`config.mk`:
```
export PLATFORM = sky130hd
export DESIGN_NAME = sync_fifo_ext
export DESIGN_NICKNAME = d
export VERILOG_FILES = /design/src/rtl/sync_fifo_pkg.sv /design/src/rtl/sync_fifo_ram.sv /design/src/rtl/sync_fifo_ext.sv
export SDC_FILE = /design/constraint.sdc
export NUM_CORES = 1
export LEC_CHECK = 0
export ABC_AREA = 1
export CORE_AREA = 2 2 104 106
export DETAILED_ROUTE_END_ITERATION = 8
export DIE_AREA = 0 0 106 108
export PLACE_DENSITY = 0.85
export REMOVE_ABC_BUFFERS = 1
export SLEW_MARGIN = 20
export SYNTH_ARGS = -nofsm -noshare
export SYNTH_HDL_FRONTEND = slang
export SYNTH_SLANG_ARGS = --single-unit
export TNS_END_PERCENT = 20
```
`constraint.sdc`:
```
create_clock -name clk -period 6 [get_ports clk]
set_clock_uncertainty 0.15 [all_clocks]
set_input_delay 1.8 -clock clk [delete_from_list [all_inputs] [get_ports clk]]
set_output_delay 1.8 -clock clk [all_outputs]
set_load 0.03 [all_outputs]
```
`src/rtl/sync_fifo_pkg.sv`:
```
// Shared types and default sizing for the sync_fifo_ext family.
// Build option: define SYNC_FIFO_ERR_EN to add the sticky overflow/underflow flags.
package sync_fifo_pkg;

  typedef enum logic {
    FIFO_STD  = 1'b0,
    FIFO_FWFT = 1'b1
  } fifo_mode_e;

  localparam int DEF_DATA_WIDTH = 8;
  localparam int DEF_DEPTH      = 16;

endpackage

```
`src/rtl/sync_fifo_ram.sv`:
```
// FIFO storage: one synchronous write port and one asynchronous read port.
// The array carries no reset, so it can map onto distributed RAM.
module sync_fifo_ram #(
  parameter  int DATA_WIDTH = 8,
  parameter  int DEPTH      = 16,
  localparam int ADDR_WIDTH = $clog2(DEPTH)
) (
  input  logic                  clk,
  input  logic                  wr_en,
  input  logic [ADDR_WIDTH-1:0] wr_addr,
  input  logic [DATA_WIDTH-1:0] wr_data,
  input  logic [ADDR_WIDTH-1:0] rd_addr,
  output logic [DATA_WIDTH-1:0] rd_data
);

  logic [DATA_WIDTH-1:0] mem [DEPTH];

  always_ff @(posedge clk) begin
    if (wr_en) mem[wr_addr] <= wr_data;
  end

  assign rd_data = mem[rd_addr];

endmodule

```
`src/rtl/sync_fifo_ext.sv`:
```
// Single-clock FIFO with standard or first-word-fall-through read mode, occupancy and threshold flags.
// Build option: define SYNC_FIFO_ERR_EN to add the sticky overflow/underflow flags.
module sync_fifo_ext
  import sync_fifo_pkg::*;
#(
  parameter  int         DATA_WIDTH = DEF_DATA_WIDTH,
  parameter  int         DEPTH      = DEF_DEPTH,
  parameter  int         AF_THRESH  = DEPTH - 2,
  parameter  int         AE_THRESH  = 2,
  parameter  fifo_mode_e MODE       = FIFO_STD,
  localparam int         ADDR_WIDTH = $clog2(DEPTH)
) (
  input  logic                  clk,
  input  logic                  rst,
  input  logic                  flush,
  input  logic                  wr_en,
  input  logic [DATA_WIDTH-1:0] wdata,
  input  logic                  rd_en,
  output logic [DATA_WIDTH-1:0] rdata,
  output logic                  full,
  output logic                  empty,
  output logic                  almost_full,
  output logic                  almost_empty,
  output logic [ADDR_WIDTH:0]   count,
  output logic                  overflow,
  output logic                  underflow
);

  localparam logic [ADDR_WIDTH:0] FULL_LVL = (ADDR_WIDTH + 1)'(DEPTH);
  localparam logic [ADDR_WIDTH:0] AF_LVL   = (ADDR_WIDTH + 1)'(AF_THRESH);
  localparam logic [ADDR_WIDTH:0] AE_LVL   = (ADDR_WIDTH + 1)'(AE_THRESH);

  if ((DEPTH < 2) || ((DEPTH & (DEPTH - 1)) != 0)) begin : g_bad_depth
    $error("sync_fifo_ext: DEPTH (%0d) must be a power of two >= 2", DEPTH);
  end
  if ((AF_THRESH < 1) || (AF_THRESH > DEPTH)) begin : g_bad_af
    $error("sync_fifo_ext: AF_THRESH (%0d) out of range 1..DEPTH", AF_THRESH);
  end
  if ((AE_THRESH < 0) || (AE_THRESH > DEPTH - 1)) begin : g_bad_ae
    $error("sync_fifo_ext: AE_THRESH (%0d) out of range 0..DEPTH-1", AE_THRESH);
  end

  logic [ADDR_WIDTH-1:0] wr_ptr_reg;
  logic [ADDR_WIDTH-1:0] rd_ptr_reg;
  logic [ADDR_WIDTH:0]   count_reg;
  logic [DATA_WIDTH-1:0] ram_rdata;
  logic                  wr_accept;
  logic                  rd_accept;

  // Flags come straight from the registered count, so they never glitch within a cycle.
  assign count        = count_reg;
  assign full         = (count_reg == FULL_LVL);
  assign empty        = (count_reg == '0);
  assign almost_full  = (count_reg >= AF_LVL);
  assign almost_empty = (count_reg <= AE_LVL);

  assign wr_accept = wr_en && !full && !flush;
  assign rd_accept = rd_en && !empty && !flush;

  always_ff @(posedge clk or posedge rst) begin
    if (rst) begin
      wr_ptr_reg <= '0;
      rd_ptr_reg <= '0;
      count_reg  <= '0;
    end else if (flush) begin
      wr_ptr_reg <= '0;
      rd_ptr_reg <= '0;
      count_reg  <= '0;
    end else begin
      if (wr_accept) wr_ptr_reg <= wr_ptr_reg + ADDR_WIDTH'(1);
      if (rd_accept) rd_ptr_reg <= rd_ptr_reg + ADDR_WIDTH'(1);
      case ({wr_accept, rd_accept})
        2'b10:   count_reg <= count_reg + (ADDR_WIDTH + 1)'(1);
        2'b01:   count_reg <= count_reg - (ADDR_WIDTH + 1)'(1);
        default: count_reg <= count_reg;
      endcase
    end
  end

  sync_fifo_ram #(
    .DATA_WIDTH (DATA_WIDTH),
    .DEPTH      (DEPTH)
  ) u_ram (
    .clk     (clk),
    .wr_en   (wr_accept),
    .wr_addr (wr_ptr_reg),
    .wr_data (wdata),
    .rd_addr (rd_ptr_reg),
    .rd_data (ram_rdata)
  );

  if (MODE == FIFO_FWFT) begin : g_fwft
    // Head word is shown combinationally; zero when nothing is stored.
    assign rdata = empty ? '0 : ram_rdata;
  end else begin : g_std
    logic [DATA_WIDTH-1:0] rdata_reg;
    always_ff @(posedge clk or posedge rst) begin
      if (rst)            rdata_reg <= '0;
      else if (flush)     rdata_reg <= '0;
      else if (rd_accept) rdata_reg <= ram_rdata;
    end
    assign rdata = rdata_reg;
  end

`ifdef SYNC_FIFO_ERR_EN
  logic overflow_reg;
  logic underflow_reg;

  always_ff @(posedge clk or posedge rst) begin
    if (rst) begin
      overflow_reg  <= 1'b0;
      underflow_reg <= 1'b0;
    end else if (flush) begin
      overflow_reg  <= 1'b0;
      underflow_reg <= 1'b0;
    end else begin
      if (wr_en && full)  overflow_reg  <= 1'b1;
      if (rd_en && empty) underflow_reg <= 1'b1;
    end
  end

  assign overflow  = overflow_reg;
  assign underflow = underflow_reg;
`else
  assign overflow  = 1'b0;
  assign underflow = 1'b0;
`endif

endmodule

```
# Yosys cells after proc, flatten, opt, wreduce, memory -nomap -nowiden
# Memories as Yosys holds them, arrays and structs flattened.
# Cells that the tools add are included.
totals:
  reg_bits: 21
  mem_bits_rw: 128
  out_inout_bits: 19
  memories: 1
op_classes:
  add_sub_neg: 4
  n_lt_le_gt_ge: 2
  eq_ne: 3
  muxes: 10
  n_reduce_logical: 11
memory_table:
  columns: ["name", "words", "width", "rd", "rd_ports_with_merged_regs", "wr", "line", "source"]
  rows:
  - ["u_ram.mem", 16, 8, 1, 0, 1, "sync_fifo_ram.sv:16", "logic [DATA_WIDTH-1:0] mem [DEPTH];"]
ops:
  columns: ["operator", "count"]
  rows:
  - ["two-way mux 4 bit", 4]
  - ["two-way mux 8 bit", 2]
  - ["case mux 5 bit (2 select lines)", 1]
  - ["adder 4 x 1 -> 4 bit (second input constant)", 2]
  - ["adder 5 x 1 -> 5 bit (second input constant)", 1]
  - ["equality test 5 bit (second input constant)", 1]
  - ["greater-or-equal comparator 5 x 4 -> 1 bit (second input constant)", 1]
  - ["less-or-equal comparator 5 x 2 -> 1 bit (second input constant)", 1]
  - ["zero test 5 bit", 1]
  - ["two-way mux 5 bit", 1]
  - ["subtractor 5 x 1 -> 5 bit (second input constant)", 1]
  - ["logical AND 1 bit", 4]
  - ["nonzero test 2 bit", 2]
  - ["zero test 1 bit", 3]
  - ["nonzero test 3 bit", 1]
  - ["equality test 2 x 1 -> 1 bit (second input constant)", 1]
  - ["equality test 2 bit (second input constant)", 1]
  - ["two-way mux 1 bit", 2]

# Longest topological paths before layout
depth:
  depth_word: 7
  ltp_mapped: 15

# Modules after synthesis
# From an unflattened synthesis, not the netlist that was laid out.
unflattened:
  cells_unflattened: 684
  hier_area_um2: 6827.8
modules_own_cells:
  columns: ["mod", "instances", "cells_each", "area_per_inst_um2"]
  rows:
  - ["sync_fifo_ram", 1, 543, 5606.6]
  - ["sync_fifo_ext", 1, 141, 1221.2]

# Worst setup path before layout
# Ideal clock, no wire load.
synth_timing:
  path_kind: "input -> register"
  start: "input port rd_en"
  end: "register count_reg[4], in the netlist count[4]"
  setup_ps: 117
  arrival_time_ps: 2984
  required_time_ps: 5733
  slack_ps: 2749
  stages: 13
  n_path_buf: 0
  path_cell_list: "nand2_2 -> nor2_4 -> nand2_2 -> fa_1 -> nand3b_1 -> nand2_1 -> nand2_1 -> nand2_1 -> inv_1 -> nand2_1 -> nand2_1 -> nand2_1 -> nand2_1"
synth_via:
  elab_chain_cells: 5
  word_cells_on_any_way: 7
synth_rtl:
  columns: ["element", "line", "source"]
  rows:
  - ["start: declaration", "sync_fifo_ext.sv:18", "input logic rd_en,"]
  - ["logical AND 1 bit * (2 in series)", "sync_fifo_ext.sv:58", "assign rd_accept = rd_en && !empty && !flush;"]
  - ["equality test 2 x 1 -> 1 bit / equality test 2 bit (equally long branches)", "sync_fifo_ext.sv:72", "case ({wr_accept, rd_accept})"]
  - ["case mux 5 bit (2 select lines)", "sync_fifo_ext.sv:72", null]
  - ["two-way mux 5 bit", "sync_fifo_ext.sv:65", "end else if (flush) begin"]
  - ["end signal: assignment", "sync_fifo_ext.sv:73", "2'b10: count_reg <= count_reg + (ADDR_WIDTH + 1)'(1);"]
  - ["end signal: assignment", "sync_fifo_ext.sv:74", "2'b01: count_reg <= count_reg - (ADDR_WIDTH + 1)'(1);"]
  - ["end signal: assignment", "sync_fifo_ext.sv:75", "default: count_reg <= count_reg;"]
  - ["end: declaration", "sync_fifo_ext.sv:45", "logic [ADDR_WIDTH:0] count_reg;"]
# Mark *: on every way between the ends. The rest lies on a longest branch, timed or not.
# A chain may end at the register's enable or synchronous reset.

# Worst setup path after layout
layout_timing:
  start: "register count_reg[2], in the netlist count[2]"
  end: "output port empty"
layout_via:
  elab_chain_cells: 1
layout_rtl:
  columns: ["element", "line", "source"]
  rows:
  - ["zero test 5 bit", "sync_fifo_ext.sv:53", "assign empty = (count_reg == '0);"]
  - ["end: declaration", "sync_fifo_ext.sv:21", "output logic empty,"]
# No other way between the ends.

==> flow_metrics.env <==
export IMPL_status="finished clean"
export IMPL_initial_core_util_pct=63.52
export IMPL_nNetsFinal=631
export IMPL_grt_max_degree=61
export IMPL_numPortBuffers=29
export IMPL_die_height_microns=108
export IMPL_antenna_found_initial=0
export IMPL_syn_avg_cell_area_sq_um=11.07
export IMPL_drt_total_wl_microns=14970
export IMPL_setup_tns_ps=0
export IMPL_dieArea_sq_um=11450
export IMPL_post_dp_hpwl_microns=9413
export IMPL_hold_class="flop to flop"
export IMPL_grt_util_met3_pct=8.800
export IMPL_switching_power_mw=1.088
export IMPL_cts_buffers_inserted=17
export IMPL_htree_levels=4
export IMPL_die_w_microns=106
export IMPL_ctsHoldBuffers=0
export IMPL_critical_path_max_fanout=5
export IMPL_cts_root_buf="clkbuf_8"
export IMPL_required_ps=4050
export IMPL_stdcell_area_sq_um=7342
export IMPL_timing_rr_start="rd_ptr_reg[0]"
export IMPL_rsz0062_at_grt="no"
export IMPL_yosysTopAreaCell="edfxtp_1"
export IMPL_leakage_nw=2.813
export IMPL_min_period_over_period_pct=67.32
export IMPL_reg2reg_to="rdata[1]"
export IMPL_setup_violations_final=0
export IMPL_seq_area_frac_synth_pct=67.23
export IMPL_async_flop_share_pct=14.09
export IMPL_synthFlopType="edfxtp_1"
export IMPL_drv_slew=0
export IMPL_rrSetupSlack_ps=3290
export IMPL_hold_path_endpoint="rdata[4]"
export IMPL_critPathLaunch="count[2]"
export IMPL_drtPass1Iterations=7
export IMPL_final_cells=758
export IMPL_dp_cells=726
export IMPL_grt_pass1_vias=4565
export IMPL_comb_power_share_pct=28.5
export IMPL_holdWs_ps=331.5
export IMPL_placed_cell_area_sq_um=6763
export IMPL_synth_common_cells="nand2_1 (135), edfxtp_1 (128), nor2_1 (93)"
export IMPL_relSlewSlack_pct=40.53
export IMPL_power_density_nw_per_um2=434.8
export IMPL_drc=0
export IMPL_grtUsageMet1_pct=35.22
export IMPL_viasPerCell=5.974
export IMPL_clock_sinks=149
export IMPL_hold_depth=2
export IMPL_drive_gt1_share_pct=9.486
export IMPL_cts_setup_buffers=0
export IMPL_cts_repair_resized=0
export IMPL_synthesis_instances=587
export IMPL_synth_warnings=0
export IMPL_ios=32
export IMPL_hold_violations=0
export IMPL_n_antenna_cell=0
export IMPL_detail_route_antenna_nets=0
export IMPL_clkTransAtPathRegs_ps=60
export IMPL_cp_arrival_ps=2090
export IMPL_netlist_top_cells_area="edfxtp_1 (59%), dfrtp_1 (8.1%), nand2_1 (7.8%), nor2_1 (5.4%), nand3_1 (4.5%)"
export IMPL_initialDrtViolationCount=452
export IMPL_gp_congestion=0.8919
export IMPL_clk_latency_ps=530
export IMPL_drv_cap=0
export IMPL_ys_types=30
export IMPL_peakVddDrop_uv=268.3
export IMPL_period_needed_ps=4039
export IMPL_grt_util_met2_pct=47.51
export IMPL_crit_path_start_kind="flop"
export IMPL_wl_per_cell_microns=19.75
export IMPL_p_seq_share_pct=39.3
export IMPL_overflow=0
export IMPL_p_clk_share_pct=32.2
export IMPL_power_mw=3.192
export IMPL_busiest_layer="met2"
export IMPL_yosysMostFrequentCell="nand2_1"
export IMPL_ff2ff_path_depth=10
export IMPL_clock_fmax_ghz=0.2476
export IMPL_synth_edff_count=128
export IMPL_yosysTopAreaCellShare_pct=59.15
export IMPL_intPower_mw=2.104
export IMPL_grt_usage_pct=28.37
export IMPL_synth_seq_cells=149
export IMPL_grt_pass1_wl_microns=23590
export IMPL_endpoint_kind="output pin"
export IMPL_vias=4528
export IMPL_path_class="flop to output pin"
export IMPL_syn_to_final_growth_pct=12.98
export IMPL_p_sw_share_pct=34.09
export IMPL_syn_area_sq_um=6499
export IMPL_worst_pin_slew_ps=891.1
export IMPL_cts_tree="done"
export IMPL_design_core_area_sq_um=10230
export IMPL_largest_register_ffs=128
export IMPL_cts_path_max_buffers=2
export IMPL_num_rows=37
export IMPL_min_delay_start="rdata[4]"
-- stage by stage --
step | setup slack, ps | utilization, %
2_1_floorplan | 2612 | -
3_3_place_gp | 1905 | 66.10
3_5_place_dp | 1789 | 66.10
4_1_cts | 1957 | 71.75
5_1_grt | 1885 | 71.76
6_report | 1961 | 71.76
-- layer usage --
layer	wire length, microns	share of wire, %
met2	7683	51
met4	471	3.1
met5	0	0
met3	1310	8.8
met1	5502	37
-- layout make-up --
cell class	count	area, sq um
sequential	149	4370
fill	638	2889
multi-input combinational	381	1809
clock buffer	24	480.5
timing repair buffer	30	297.8
tap	136	170.2
inverter	30	116.4
clock inverter	8	97.59
-- power by group through the flow --
stage / registers (mW) / logic (mW) / clock network [mW]
global placement: 1.27 / 0.861 / 0
detailed placement: 1.27 / 0.890 / 0
global route: 1.26 / 0.986 / 1.08
finish: 1.26 / 0.910 / 1.03
floorplan: 1.35 / 0.486 / 0
CTS: 1.25 / 0.903 / 1.03
-- critical path: stages (launching register included) --
cell	delay [ps]
dfrtp_1	440
nor2_2	220
nand3_2	150
inv_1	90
clkdlybuf4s50_1	670
-- cells in the final DEF (no fill, tap or decap), drive strengths merged, types with 3 or more instances in the layout --
master / synthesis / routed
clkinvlp: 0 / 3
o211ai: 11 / 11
nand2: 141 / 141
dfrtp: 21 / 21
a21oi: 6 / 6
o21ai: 49 / 49
ha: 8 / 8
inv: 29 / 28
clkinv: 1 / 5
nand3: 61 / 61
nor2: 97 / 97
edfxtp: 128 / 128
clkdlybuf4s50: 0 / 29
clkbuf: 1 / 24
-- logic make-up (layout without fill, tap and decap cells) --
kind of cell,count (synthesis),count (layout),share of synthesized area (%)
AOI/OAI and AO/OA,66,66,6.200
other,1,2,0.05770
and+or+nand+nor,302,302,19.41
buffers and inverters,58,92,4.987
DFF,149,149,67.23
xor gates and xnor gates,2,2,0.2696
adders and majority gates,9,9,1.848
-- worst max path at each step --
stage / to / slack [ps] / cells after the start
global placement: count[4] / 1910 / 13
CTS: full / 1960 / 4
floorplan: count[4] / 2610 / 12
finish: empty / 1960 / 4
global route: almost_empty / 1890 / 4
detailed placement: count[4] / 1790 / 13
Note: power is estimated with default switching activity, not from simulation.
